`src/rtl/ur408_pkg.sv`:
```
// Shared UR408 encodings: execute-op kinds, writeback FSM states and GPR indices.
package ur408_pkg;

    localparam logic [1:0] KIND_ALU  = 2'd0;
    localparam logic [1:0] KIND_LOAD = 2'd1;
    localparam logic [1:0] KIND_CR   = 2'd2;

    typedef enum logic [1:0] {
        WB_IDLE  = 2'd0,
        WB_LOAD  = 2'd1,
        WB_WRITE = 2'd2
    } wb_state_t;

    localparam logic [2:0] R0 = 3'd0;
    localparam logic [2:0] R1 = 3'd1;
    localparam logic [2:0] R2 = 3'd2;
    localparam logic [2:0] R3 = 3'd3;
    localparam logic [2:0] R4 = 3'd4;
    localparam logic [2:0] R5 = 3'd5;
    localparam logic [2:0] R6 = 3'd6;
    localparam logic [2:0] R7 = 3'd7;

    // Index of the highest set bit; callers only pass one-hot vectors.
    function automatic logic [2:0] onehot_idx(input logic [7:0] sel);
        logic [2:0] idx;
        idx = '0;
        for (int i = 0; i < 8; i++) begin
            if (sel[i]) idx = 3'(i);
        end
        return idx;
    endfunction

endpackage

```
`src/rtl/wb_rd_decode.sv`:
```
// 3-to-8 one-hot GPR select with enable; cr_pair overrides to the r1:r0 pair.
module wb_rd_decode
    import ur408_pkg::*;
(
    input  logic       en,
    input  logic       cr_pair,
    input  logic [2:0] idx,
    output logic [7:0] sel
);

    always_comb begin
        sel = '0;
        if (en) begin
            if (cr_pair) begin
                sel[R0] = 1'b1;
                sel[R1] = 1'b1;
            end else begin
                case (idx)
                    R0: sel[R0] = 1'b1;
                    R1: sel[R1] = 1'b1;
                    R2: sel[R2] = 1'b1;
                    R3: sel[R3] = 1'b1;
                    R4: sel[R4] = 1'b1;
                    R5: sel[R5] = 1'b1;
                    R6: sel[R6] = 1'b1;
                    R7: sel[R7] = 1'b1;
                    default: sel = '0;
                endcase
            end
        end
    end

endmodule

```
`src/rtl/wb_stage.sv`:
```
// UR408 writeback stage: registered GPR write pulses for ALU, CR-pair and load ops.
// Optional WB_FWD_EN adds combinational fwd_valid/fwd_idx/fwd_data bypass outputs.
module wb_stage
    import ur408_pkg::*;
#(
    parameter int TIMEOUT_CYCLES = 16,
    parameter int ADDR_W         = 16
) (
    input  logic              clk,
    input  logic              rst,
    // Handshake: an op transfers on a rising edge where ex_valid and ex_ready are both high.
    input  logic              ex_valid,
    output logic              ex_ready,
    input  logic [2:0]        ex_rd_idx,
    input  logic              ex_rd_we,
    input  logic [1:0]        ex_kind,
    input  logic [7:0]        ex_alu_data,
    input  logic [15:0]       ex_cr_data,
    input  logic [ADDR_W-1:0] ex_addr,
    output logic              mem_req,
    output logic [ADDR_W-1:0] mem_addr,
    input  logic              mem_ack,
    input  logic [7:0]        mem_rdata,
    output logic              r0_write,
    output logic              r1_write,
    output logic              r2_write,
    output logic              r3_write,
    output logic              r4_write,
    output logic              r5_write,
    output logic              r6_write,
    output logic              r7_write,
    output logic              rd_r0_mux,
    output logic [7:0]        rd_data,
    output logic [15:0]       cr_data,
    output logic              bus_err,
    output logic              busy,
`ifdef WB_FWD_EN
    output logic              fwd_valid,
    output logic [2:0]        fwd_idx,
    output logic [7:0]        fwd_data,
`endif
    output logic [1:0]        dbg_state
);

    localparam logic [7:0] TO_LAST = 8'(TIMEOUT_CYCLES - 1);

    wb_state_t         state, nxt_state;
    logic [7:0]        cnt, nxt_cnt;
    logic [2:0]        ld_idx, nxt_ld_idx;
    logic              ld_we, nxt_ld_we;
    logic [7:0]        wr_en, nxt_wr_en;
    logic              nxt_ex_ready, nxt_mem_req, nxt_mux, nxt_bus_err, nxt_busy;
    logic [ADDR_W-1:0] nxt_mem_addr;
    logic [7:0]        nxt_rd_data;
    logic [15:0]       nxt_cr_data;
    logic              dec_en, dec_cr;
    logic [2:0]        dec_idx;

    wb_rd_decode u_rd_decode (
        .en      (dec_en),
        .cr_pair (dec_cr),
        .idx     (dec_idx),
        .sel     (nxt_wr_en)
    );

    always_comb begin
        nxt_state    = state;
        nxt_cnt      = cnt;
        nxt_ld_idx   = ld_idx;
        nxt_ld_we    = ld_we;
        nxt_mem_req  = mem_req;
        nxt_mem_addr = mem_addr;
        nxt_rd_data  = rd_data;
        nxt_cr_data  = cr_data;
        nxt_mux      = 1'b0;
        nxt_bus_err  = 1'b0;
        dec_en       = 1'b0;
        dec_cr       = 1'b0;
        dec_idx      = ex_rd_idx;

        case (state)
            WB_IDLE: begin
                if (ex_valid && ex_ready) begin
                    if (ex_kind == KIND_LOAD) begin
                        nxt_state    = WB_LOAD;
                        nxt_mem_req  = 1'b1;
                        nxt_mem_addr = ex_addr;
                        nxt_ld_idx   = ex_rd_idx;
                        nxt_ld_we    = ex_rd_we;
                        nxt_cnt      = '0;
                    end else if (ex_kind == KIND_CR) begin
                        dec_en = ex_rd_we;
                        dec_cr = 1'b1;
                        if (ex_rd_we) begin
                            nxt_cr_data = ex_cr_data;
                            nxt_mux     = 1'b1;
                        end
                    end else begin
                        // Reserved kind retires as an ALU op.
                        dec_en = ex_rd_we;
                        if (ex_rd_we) nxt_rd_data = ex_alu_data;
                    end
                end
            end
            WB_LOAD: begin
                // An ack on the expiry cycle still completes the load.
                if (mem_ack) begin
                    nxt_state   = WB_WRITE;
                    nxt_mem_req = 1'b0;
                    dec_en      = ld_we;
                    dec_idx     = ld_idx;
                    nxt_rd_data = mem_rdata;
                end else if (cnt >= TO_LAST) begin
                    nxt_state   = WB_IDLE;
                    nxt_mem_req = 1'b0;
                    nxt_bus_err = 1'b1;
                end else if (cnt != 8'hFF) begin
                    nxt_cnt = cnt + 8'd1;
                end
            end
            WB_WRITE: nxt_state = WB_IDLE;
            default:  nxt_state = WB_IDLE;
        endcase

        nxt_ex_ready = (nxt_state == WB_IDLE);
        nxt_busy     = (nxt_state == WB_LOAD);
    end

    always_ff @(posedge clk or negedge rst) begin
        if (!rst) begin
            state     <= WB_IDLE;
            cnt       <= '0;
            ld_idx    <= '0;
            ld_we     <= 1'b0;
            wr_en     <= '0;
            ex_ready  <= 1'b1;
            mem_req   <= 1'b0;
            mem_addr  <= '0;
            rd_r0_mux <= 1'b0;
            rd_data   <= '0;
            cr_data   <= '0;
            bus_err   <= 1'b0;
            busy      <= 1'b0;
        end else begin
            state     <= nxt_state;
            cnt       <= nxt_cnt;
            ld_idx    <= nxt_ld_idx;
            ld_we     <= nxt_ld_we;
            wr_en     <= nxt_wr_en;
            ex_ready  <= nxt_ex_ready;
            mem_req   <= nxt_mem_req;
            mem_addr  <= nxt_mem_addr;
            rd_r0_mux <= nxt_mux;
            rd_data   <= nxt_rd_data;
            cr_data   <= nxt_cr_data;
            bus_err   <= nxt_bus_err;
            busy      <= nxt_busy;
        end
    end

    assign r0_write  = wr_en[0];
    assign r1_write  = wr_en[1];
    assign r2_write  = wr_en[2];
    assign r3_write  = wr_en[3];
    assign r4_write  = wr_en[4];
    assign r5_write  = wr_en[5];
    assign r6_write  = wr_en[6];
    assign r7_write  = wr_en[7];
    assign dbg_state = state;

`ifdef WB_FWD_EN
    // CR pair writes are not forwardable as a single byte.
    assign fwd_valid = (wr_en != '0) && !rd_r0_mux;
    assign fwd_idx   = onehot_idx(wr_en);
    assign fwd_data  = rd_data;
`endif

endmodule

```
`config.mk`:
```
export PLATFORM = sky130hd
export DESIGN_NAME = wb_stage
export DESIGN_NICKNAME = d
export VERILOG_FILES = /design/src/rtl/ur408_pkg.sv /design/src/rtl/wb_rd_decode.sv /design/src/rtl/wb_stage.sv
export SDC_FILE = /design/constraint.sdc
export NUM_CORES = 1
export LEC_CHECK = 0
export ABC_AREA = 1
export CAP_MARGIN = 20
export CORE_UTILIZATION = 39
export CTS_BUF_LIST = sky130_fd_sc_hd__clkbuf_16
export DETAILED_ROUTE_END_ITERATION = 10
export PLACE_DENSITY = 0.73
export SKIP_LAST_GASP = 1
export SYNTH_ARGS = -nofsm -noshare
export SYNTH_HDL_FRONTEND = slang
export SYNTH_SLANG_ARGS = --single-unit
```
`constraint.sdc`:
```
create_clock -name clk -period 1.22 [get_ports clk]
set_input_delay 0.122 -clock clk [delete_from_list [all_inputs] [get_ports clk]]
set_output_delay 0.122 -clock clk [all_outputs]
set_load 0.01 [all_outputs]
```
==> results.yml, run 1 <==
pwr:
  power.internal_uw: 5810
  powerDensity_nw_per_um2: 1750
  switching_share_pct: 31.8
  p_clk_share_pct: 29.7
  switchingPower_uw: 2700
  p_comb_share_pct: 32.6
  power_frac_seq_pct: 37.7
  peakVddDrop_uv: 815
  leakage_uw: 0.00258
outcome:
  failed_checks: "negative setup slack"
  outcome: "finished, violations left"
job:
  maxCapViolCount: 0
timing:
  fin_setup_tns_ns: -9.12
  tightest_slew_ns: 0.349
  finalWorstPathRequiredPeriod_ns: 1.41
  fmax_mhz: 707
  fin_crit_sh_pct: 116
  final_hold_viol_count: 0
  slew_headroom_pct: 76.7
  finalMaxSlewViolations: 0
  fin_ws_ns: -0.194
  skew_ns: 0.00436
  rsz0062_at_grt: "true"
  setup_viol: 65
yosys:
  yosysSeqAreaShare_pct: 58.5
  synth_nets: 395
  synthCells: 336
  syn_area_per_cell_um2: 8.54
  synth_edf_count: 0
  yosysWarnings: 0
  synth-seq-cells: 67
  yosysUniqueCellTypes: 26
  yosys_most_used_dff: "dfrtp_1"
  netlist_area_um2: 2870
  async_reset_ff_share_pct: 100
global_routing:
  grt_overflow: 0
  grt_usage_pct: 20.2
  grt_pass1_vias: 2693
  grt_max_degree: 68
  antenna_found_initial: 0
  grt_pass1_wl_um: 11900
detailed_routing:
  drt_iter0_markers: 80
  drc: 0
  via_per_inst: 4.58
  wl_um: 7510
  firstDrtPassIters: 4
  wire_per_inst_um: 12.6
  dr_total_vias: 2721
  drt.antenna.violating_nets: 0
cts:
  cts_buffers: 9
  path_clk_slew_ns: 0.06
  cts_tree: "done"
  worstSkewPairLatency_ns: 0.33
  h-tree-depth: 3
  cts_root_buffer: "clkbuf_16"
  cts.sinks: 67
  clock_path_buffers: 2
die:
  dieArea_um2: 7700
  die_height_um: 87.8
  ios: 113
  start_util_pct: 41.3
  core_um2: 6940
  num_rows: 30
  fp.dieW_um: 87.8
placed_design:
  post-place-cells: 569
  post-place-ws_ns: -0.269
  place.gp.congestion: 0.831
  place_hpwl_um: 5180
  portBuffers: 112
critical_path:
  start_kind: "flop"
  required_ns: 1.47
  cp_max_fo: 5
  crit_path_end_kind: "flop"
  cp.arrival_ns: 1.66
  critPathKind: "flop to flop"
finish:
  finalNetCount: 552
  diodes: 0
  final_cells: 594
  drive_above_1_share_pct: 23.7
  syn_to_final_growth_pct: 69.8
  post-route-util_pct: 70.2
  final_cell_mix: "nand2_1, dfrtp_1, clkdlybuf4s50_1"
  final_common_cell: "nand2_1"
worst_hold_path:
  hp-class: "primary input to asynchronous set/reset pin"
==> critical path, cell delays in order, from the launching register on <==
cell     delay, ns
dfrtp_1       0.41
buf_6         0.14
inv_4         0.06
buf_6         0.11
nand3_4       0.08
inv_2         0.08
nand2_2       0.05
nand2_2       0.07
nand4_1       0.17
nor2_1        0.16
==> final timing paths <==
| kind | startpoint | to | slack [ns] | cells after the start |
|---|---|---|---|---|
| max reg2reg | dbg_state[1] | wr_en[5] | -0.19 | 9 |
| max in group asynchronous | rst | ex_ready | 0.57 | 3 |
| max | dbg_state[1] | wr_en[5] | -0.19 | 9 |
| min | rst | cr_data[13] | 0.33 | 3 |
| min in group clk | ex_addr[6] | mem_addr[6] | 0.33 | 3 |
| min reg2reg | rd_data[1] | rd_data[1] | 0.47 | 2 |
==> kinds of logic after synthesis <==
kind of cell	Yosys count	synth area share, %
buffers and inverters	32	5.36
AO/OA/AOI/OAI	15	2.79
AND/OR/NAND/NOR	221	32.9
adder cells (fa/ha/maj)	1	0.436
flip-flops	67	58.5
==> cells in the mapped netlist, types with 2 or more instances <==
| cell | count | area share, % |
|---|---|---|
| nand4_1 | 3 | 0.65 |
| buf_6 | 3 | 1.2 |
| o21ai_1 | 7 | 1.2 |
| inv_1 | 18 | 2.4 |
| a21oi_1 | 4 | 0.70 |
| inv_2 | 5 | 0.65 |
| buf_2 | 3 | 0.52 |
| o21ai_0 | 2 | 0.35 |
| dfrtp_1 | 66 | 58 |
| nand3_1 | 16 | 2.8 |
| nor2_1 | 19 | 2.5 |
| nor2_4 | 2 | 0.78 |
| nand2_1 | 171 | 22 |
| nand2_2 | 4 | 0.87 |
| nor2_8 | 2 | 1.4 |
==> power by group through the flow <==
stage | Combinational (µW) | Sequential [µW] | Clock, µW
2_1_floorplan | 901 | 3480 | 0
3_3_place_gp | 2880 | 3240 | 0
3_5_place_dp | 2940 | 3230 | 0
4_1_cts | 2660 | 3200 | 2560
5_1_grt | 3040 | 3300 | 2680
6_report | 2780 | 3210 | 2530
==> per-stage QoR <==
| stage | area, µm² | hold WS, ns | total power (µW) |
|---|---|---|---|
| 2_1_floorplan | 2910 | -0.174 | 4380 |
| 3_3_place_gp | 4410 | 0.163 | 6110 |
| 3_5_place_dp | 4410 | 0.166 | 6170 |
| 4_1_cts | 4760 | 0.322 | 8420 |
| 5_1_grt | 4870 | 0.337 | 9020 |
| 6_report | 4870 | 0.327 | 8520 |
==> sequential cells by signal, summed over array words and instances (netlist names), 2 cells and up <==
register   cells
cnt            8
cr_data       16
dbg_state      2
ld_idx         3
mem_addr      16
rd_data        8
wr_en          8
==> per-layer routing <==
metal	part of all wire, %	up-vias	GRT usage (%)	routed length (µm)
li1	-	1348	-	-
met1	41	1283	24.2	3080
met2	53	78	35.0	3940
met3	4.8	12	4.71	359
met4	1.7	0	8.35	131
met5	0	-	0	0
==> layout make-up <==
cell class | count | area [µm²]
flip-flops and latches | 67 | 1680
clock inverters | 7 | 67.6
clock buffers | 9 | 225
multi-input cells | 237 | 1180
inverters | 25 | 119
well taps | 96 | 120
fillers | 536 | 2070
repair buffers | 153 | 1480
==> timing repair <==
action | CTS | global route
setup endpoints to repair | 118 | 68
cloned | 0 | 0
pin swaps | 10 | 22
hold buffers | 1 | 0
buffers inserted | 8 | 1
resized for setup | 79 | 40
hold endpoints to repair | 66 | 0
Power figures use the tool's default switching activity.
==> run 2: changes to the inputs <==
CORE_UTILIZATION = 43   (was 39)
PLACE_DENSITY = 0.76   (was 0.73)
clock period = 1.51 ns   (was 1.22 ns; I/O delays follow)
==> results.yml, run 2 (synthesized netlist as in run 1, its figures left out) <==
timing:
  skew_ns: 0.00628
  setup_viol: 0
  tightest_slew_ns: 0.494
  rsz0062_at_grt: "false"
  final_hold_viol_count: 0
  finalMaxSlewViolations: 0
  finalWorstPathRequiredPeriod_ns: 1.45
  fin_crit_sh_pct: 95.7
  slew_headroom_pct: 67.1
  fmax_mhz: 692
finish:
  final_cells: 554
  stdcell_area_um2: 4490
  final_cell_mix: "nand2_1, clkdlybuf4s50_1, dfrtp_1"
  final_common_cell: "nand2_1"
  drive_above_1_share_pct: 11.1
  syn_to_final_growth_pct: 56.5
  top_regs: "cr_data x16, mem_addr x16"
  fillers: 499
  finalNetCount: 531
  diodes: 0
detailed_routing:
  firstDrtPassIters: 4
  dr_total_vias: 2641
  drt.antenna.violating_nets: 0
  wire_per_inst_um: 12.5
  drc: 0
  drt_iter0_markers: 106
  wirelength_met1_um: 2760
  via_per_inst: 4.77
  highest_layer: "met4"
  wl_met2_um: 3550
  wl_um: 6900
  wl_met3_um: 421
cts:
  clock_path_buffers: 2
  path_clk_slew_ns: 0.05
  cts_tree: "done"
  cts.sinks: 67
  h-tree-depth: 3
  cts_root_buffer: "clkbuf_16"
  cts_buffers: 9
  worstSkewPairLatency_ns: 0.33
global_routing:
  grt_max_degree: 31
  grt_pass1_vias: 2493
  grt_overflow: 0
  grt_usage_pct: 20.8
  grt_pass1_wl_um: 11300
  antenna_found_initial: 0
pwr:
  peakVddDrop_uv: 1020
  power.total_uw: 6630
  leakage_uw: 0.00226
  powerDensity_nw_per_um2: 1480
outcome:
  outcome: "finished clean"
die:
  fp.dieW_um: 83.7
  dieArea_um2: 7000
  ios: 113
  core_um2: 6390
  die_height_um: 83.7
  num_rows: 29
  start_util_pct: 44.9
placed_design:
  place.gp.congestion: 0.811
  place_hpwl_um: 5120
  placed_area_um2: 4200
  portBuffers: 112
  post-place-cells: 534
critical_path:
  cp_top_family: "buffers and inverters"
  rrSetupSlack_ns: 0.09
  cpPeakStageDelay_ns: 0.57
  critPathLaunch: "dbg_state[1]"
  start_kind: "flop"
  r2r_start: "ex_ready"
  path_cells: "clkdlybuf4s50_1"
  cp_max_fo: 4
  cp_num_buf_inv: 1
  reg2reg_depth: 6
  cp.arrival_ns: 1.29
  cp_slowest_cell: "clkdlybuf4s50_1"
  critPathKind: "flop to primary output"
  crit_path_end_kind: "primary output"
  required_ns: 1.36
  r2r-end: "wr_en[7]"
worst_hold_path:
  hp-class: "primary input to asynchronous set/reset pin"
job:
  maxCapViolCount: 0
## run 2: cell types whose count changed in the layout (fill, tap and decap cells not counted), moves of 8 or more
cell and delta:
clkdlybuf4s50_1 +54, nand2_2 -22, buf_6 -11, dlygate4sd2_1 -51, nand2_1 +23, buf_4 -8
## run 2: worst max path at each step
stage / to / slack, ns / cells after the start
3_5_place_dp: wr_en[7] / -0.03 / 7
5_1_grt: wr_en[7] / 0.00003 / 7
3_3_place_gp: wr_en[4] / 0.04 / 7
4_1_cts: dbg_state[1] / 0.05 / 1
6_report: dbg_state[1] / 0.06 / 1
2_1_floorplan: rd_data[0] / 0.12 / 7
## run 2: timing repair
action,in CTS,in global routing
endpoints found under the setup margin,1,7
setup buffers,0,3
pin swaps,0,3
hold endpoints to repair,18,0
resized for setup,1,2
gates cloned,0,0
hold buffers,1,0
## run 2: final cells by class
cell class / count / area (µm²) / area share, %
clock buffer: 9 / 225 / 5.02
inverter: 25 / 97.6 / 2.17
tap: 77 / 96.3 / 2.15
clock inverter: 7 / 31.3 / 0.697
sequential: 67 / 1680 / 37.4
timing repair buffer: 132 / 1320 / 29.3
multi-input combinational: 237 / 1040 / 23.3
## run 2: stage by stage
| stage | TNS (ns) | hold slack [ns] | utilization [%] | setup WS, ns |
|---|---|---|---|---|
| final | 0 | 0.342 | 70.3 | 0.0647 |
| after CTS | 0 | 0.352 | 69.8 | 0.0505 |
| after global placement | 0 | 0.132 | 65.7 | 0.0362 |
| after floorplan | 0 | -0.145 | - | 0.124 |
| after detailed placement | -0.125 | 0.139 | 65.7 | -0.0343 |
| after global routing | 0 | 0.367 | 70.3 | 0.0000348 |
## run 2: power breakdown
group	switching, µW	leakage, µW	internal (µW)
logic	1020	0.00126	1250
clock network	696	0.000134	1070
registers	288	0.000863	2310
total	2000	0.00226	4630
## run 2: layer usage
metal | vias to the layer above | global-route usage (%)
met3 | 14 | 4.35
met5 | - | 0
li1 | 1305 | -
met4 | 0 | 10.9
met1 | 1236 | 25.0
met2 | 86 | 35.0
==> run 3: changes to the inputs <==
PLACE_DENSITY = 0.79   (was 0.76)
==> results.yml, run 3 (synthesized netlist as in run 1, its figures left out) <==
die:
  dieArea_um2: 7000
  ios: 113
  num_rows: 29
  fp.dieW_um: 83.7
  core_um2: 6390
  start_util_pct: 44.9
  die_height_um: 83.7
critical_path:
  cp_top_family: "buffers and inverters"
  cp_slowest_cell: "clkdlybuf4s50_1"
  critPathKind: "flop to primary output"
  crit_path_end_kind: "primary output"
  cp.arrival_ns: 1.30
  start_kind: "flop"
  cp_num_buf_inv: 1
  cpPeakStageDelay_ns: 0.57
  path_cells: "clkdlybuf4s50_1"
  cp_max_fo: 4
  required_ns: 1.36
timing:
  skew_ns: 0.00359
  whs_ns: 0.352
  finalMaxSlewViolations: 0
  finalWorstPathRequiredPeriod_ns: 1.45
  setup_viol: 0
  fin_crit_sh_pct: 96.1
  fmax_mhz: 689
  slew_headroom_pct: 65.3
  final_hold_viol_count: 0
  tightest_slew_ns: 0.520
  fin_setup_tns_ns: 0
detailed_routing:
  via_per_inst: 4.69
  drt_iter0_markers: 84
  wl_um: 6820
  wire_per_inst_um: 12.4
  firstDrtPassIters: 4
  drc: 0
  drt.antenna.violating_nets: 0
  dr_total_vias: 2589
cts:
  cts.sinks: 67
  cts_root_buffer: "clkbuf_16"
  worstSkewPairLatency_ns: 0.32
  path_clk_slew_ns: 0.05
  h-tree-depth: 3
  post-cts-setup-buffers: 0
  cts_buffers: 9
  clock_path_buffers: 2
  cts_tree: "done"
finish:
  finalNetCount: 529
  ff_latch_area_um2: 1680
  stdcell_area_um2: 4490
  fillers: 497
  final_cell_mix: "nand2_1, clkdlybuf4s50_1, dfrtp_1"
  multi_input_area_um2: 1040
  syn_to_final_growth_pct: 56.6
  drive_above_1_share_pct: 11.4
  final_common_cell: "nand2_1"
  top_regs: "cr_data x16, mem_addr x16"
  diodes: 0
global_routing:
  grt_pass1_wl_um: 11800
  grt_pass1_vias: 2664
  antenna_found_initial: 0
  grt_usage_pct: 21.3
  grt_max_degree: 27
  grt_overflow: 0
outcome:
  outcome: "finished clean"
pwr:
  power.total_uw: 6800
  powerDensity_nw_per_um2: 1510
  peakVddDrop_uv: 951
  leakage_uw: 0.00226
placed_design:
  place.gp.congestion: 0.807
  portBuffers: 112
  placed_area_um2: 4190
  place_hpwl_um: 5150
job:
  maxCapViolCount: 0
worst_hold_path:
  hp-class: "primary input to asynchronous set/reset pin"
## run 3: changes by cell type in the layout (fill, tap and decap cells not counted), sizes merged
| cell | delta |
|---|---|
| inv | -1 |
| clkinv | -1 |
| bufinv | +1 |
| buf | -2 |
| clkinvlp | +1 |
## run 3: final cells by class
class | instances | share of cell area, %
well taps | 77 | 2.14
repair buffers | 130 | 28.7
multi-input cells | 237 | 23.3
clock buffers | 9 | 5.01
inverters | 25 | 2.17
clock inverters | 7 | 1.36
flip-flops and latches | 67 | 37.3
## run 3: per-stage QoR
stage          util [%]  worst slack, ns  std cells
6_report           70.4           0.0587        552
2_1_floorplan         -            0.124        336
4_1_cts            70.2           0.0493        552
5_1_grt            70.4         -0.00387        552
3_5_place_dp       65.6           0.0180        535
3_3_place_gp       65.6           0.0456        535
## run 3: power breakdown
| group | leakage [µW] | switching [µW] | internal (µW) |
|---|---|---|---|
| clock | 0.000141 | 716 | 1250 |
| combinational | 0.00125 | 991 | 1240 |
| sequential | 0.000863 | 295 | 2310 |
| total | 0.00226 | 2000 | 4800 |
## run 3: final timing paths
kind	slack, ns	to	cells after the start	startpoint
setup reg to reg	0.11	cnt[5]	7	cnt[0]
min in group clk	0.35	mem_addr[7]	3	ex_addr[7]
setup / recovery	0.06	dbg_state[1]	1	dbg_state[1]
hold reg to reg	0.47	rd_data[1]	2	rd_data[1]
hold / removal	0.35	ld_idx[0]	2	rst
max in group asynchronous	0.66	rd_data[2]	3	rst
## run 3: what timing repair did
item                                    in CTS  in global routing
endpoints found under the setup margin       1                  3
gates resized for setup                      1                  2
hold buffers                                 1                  0
pin swaps                                    0                  1
endpoints found under the hold margin       16                  0
## run 3: routing by layer
metal,global-route usage [%],up-vias,share of wire (%)
li1,-,1304,-
met1,24.5,1215,42
met2,37.6,61,52
met3,5.54,9,4.8
met4,8.32,0,1.6
met5,0,-,0
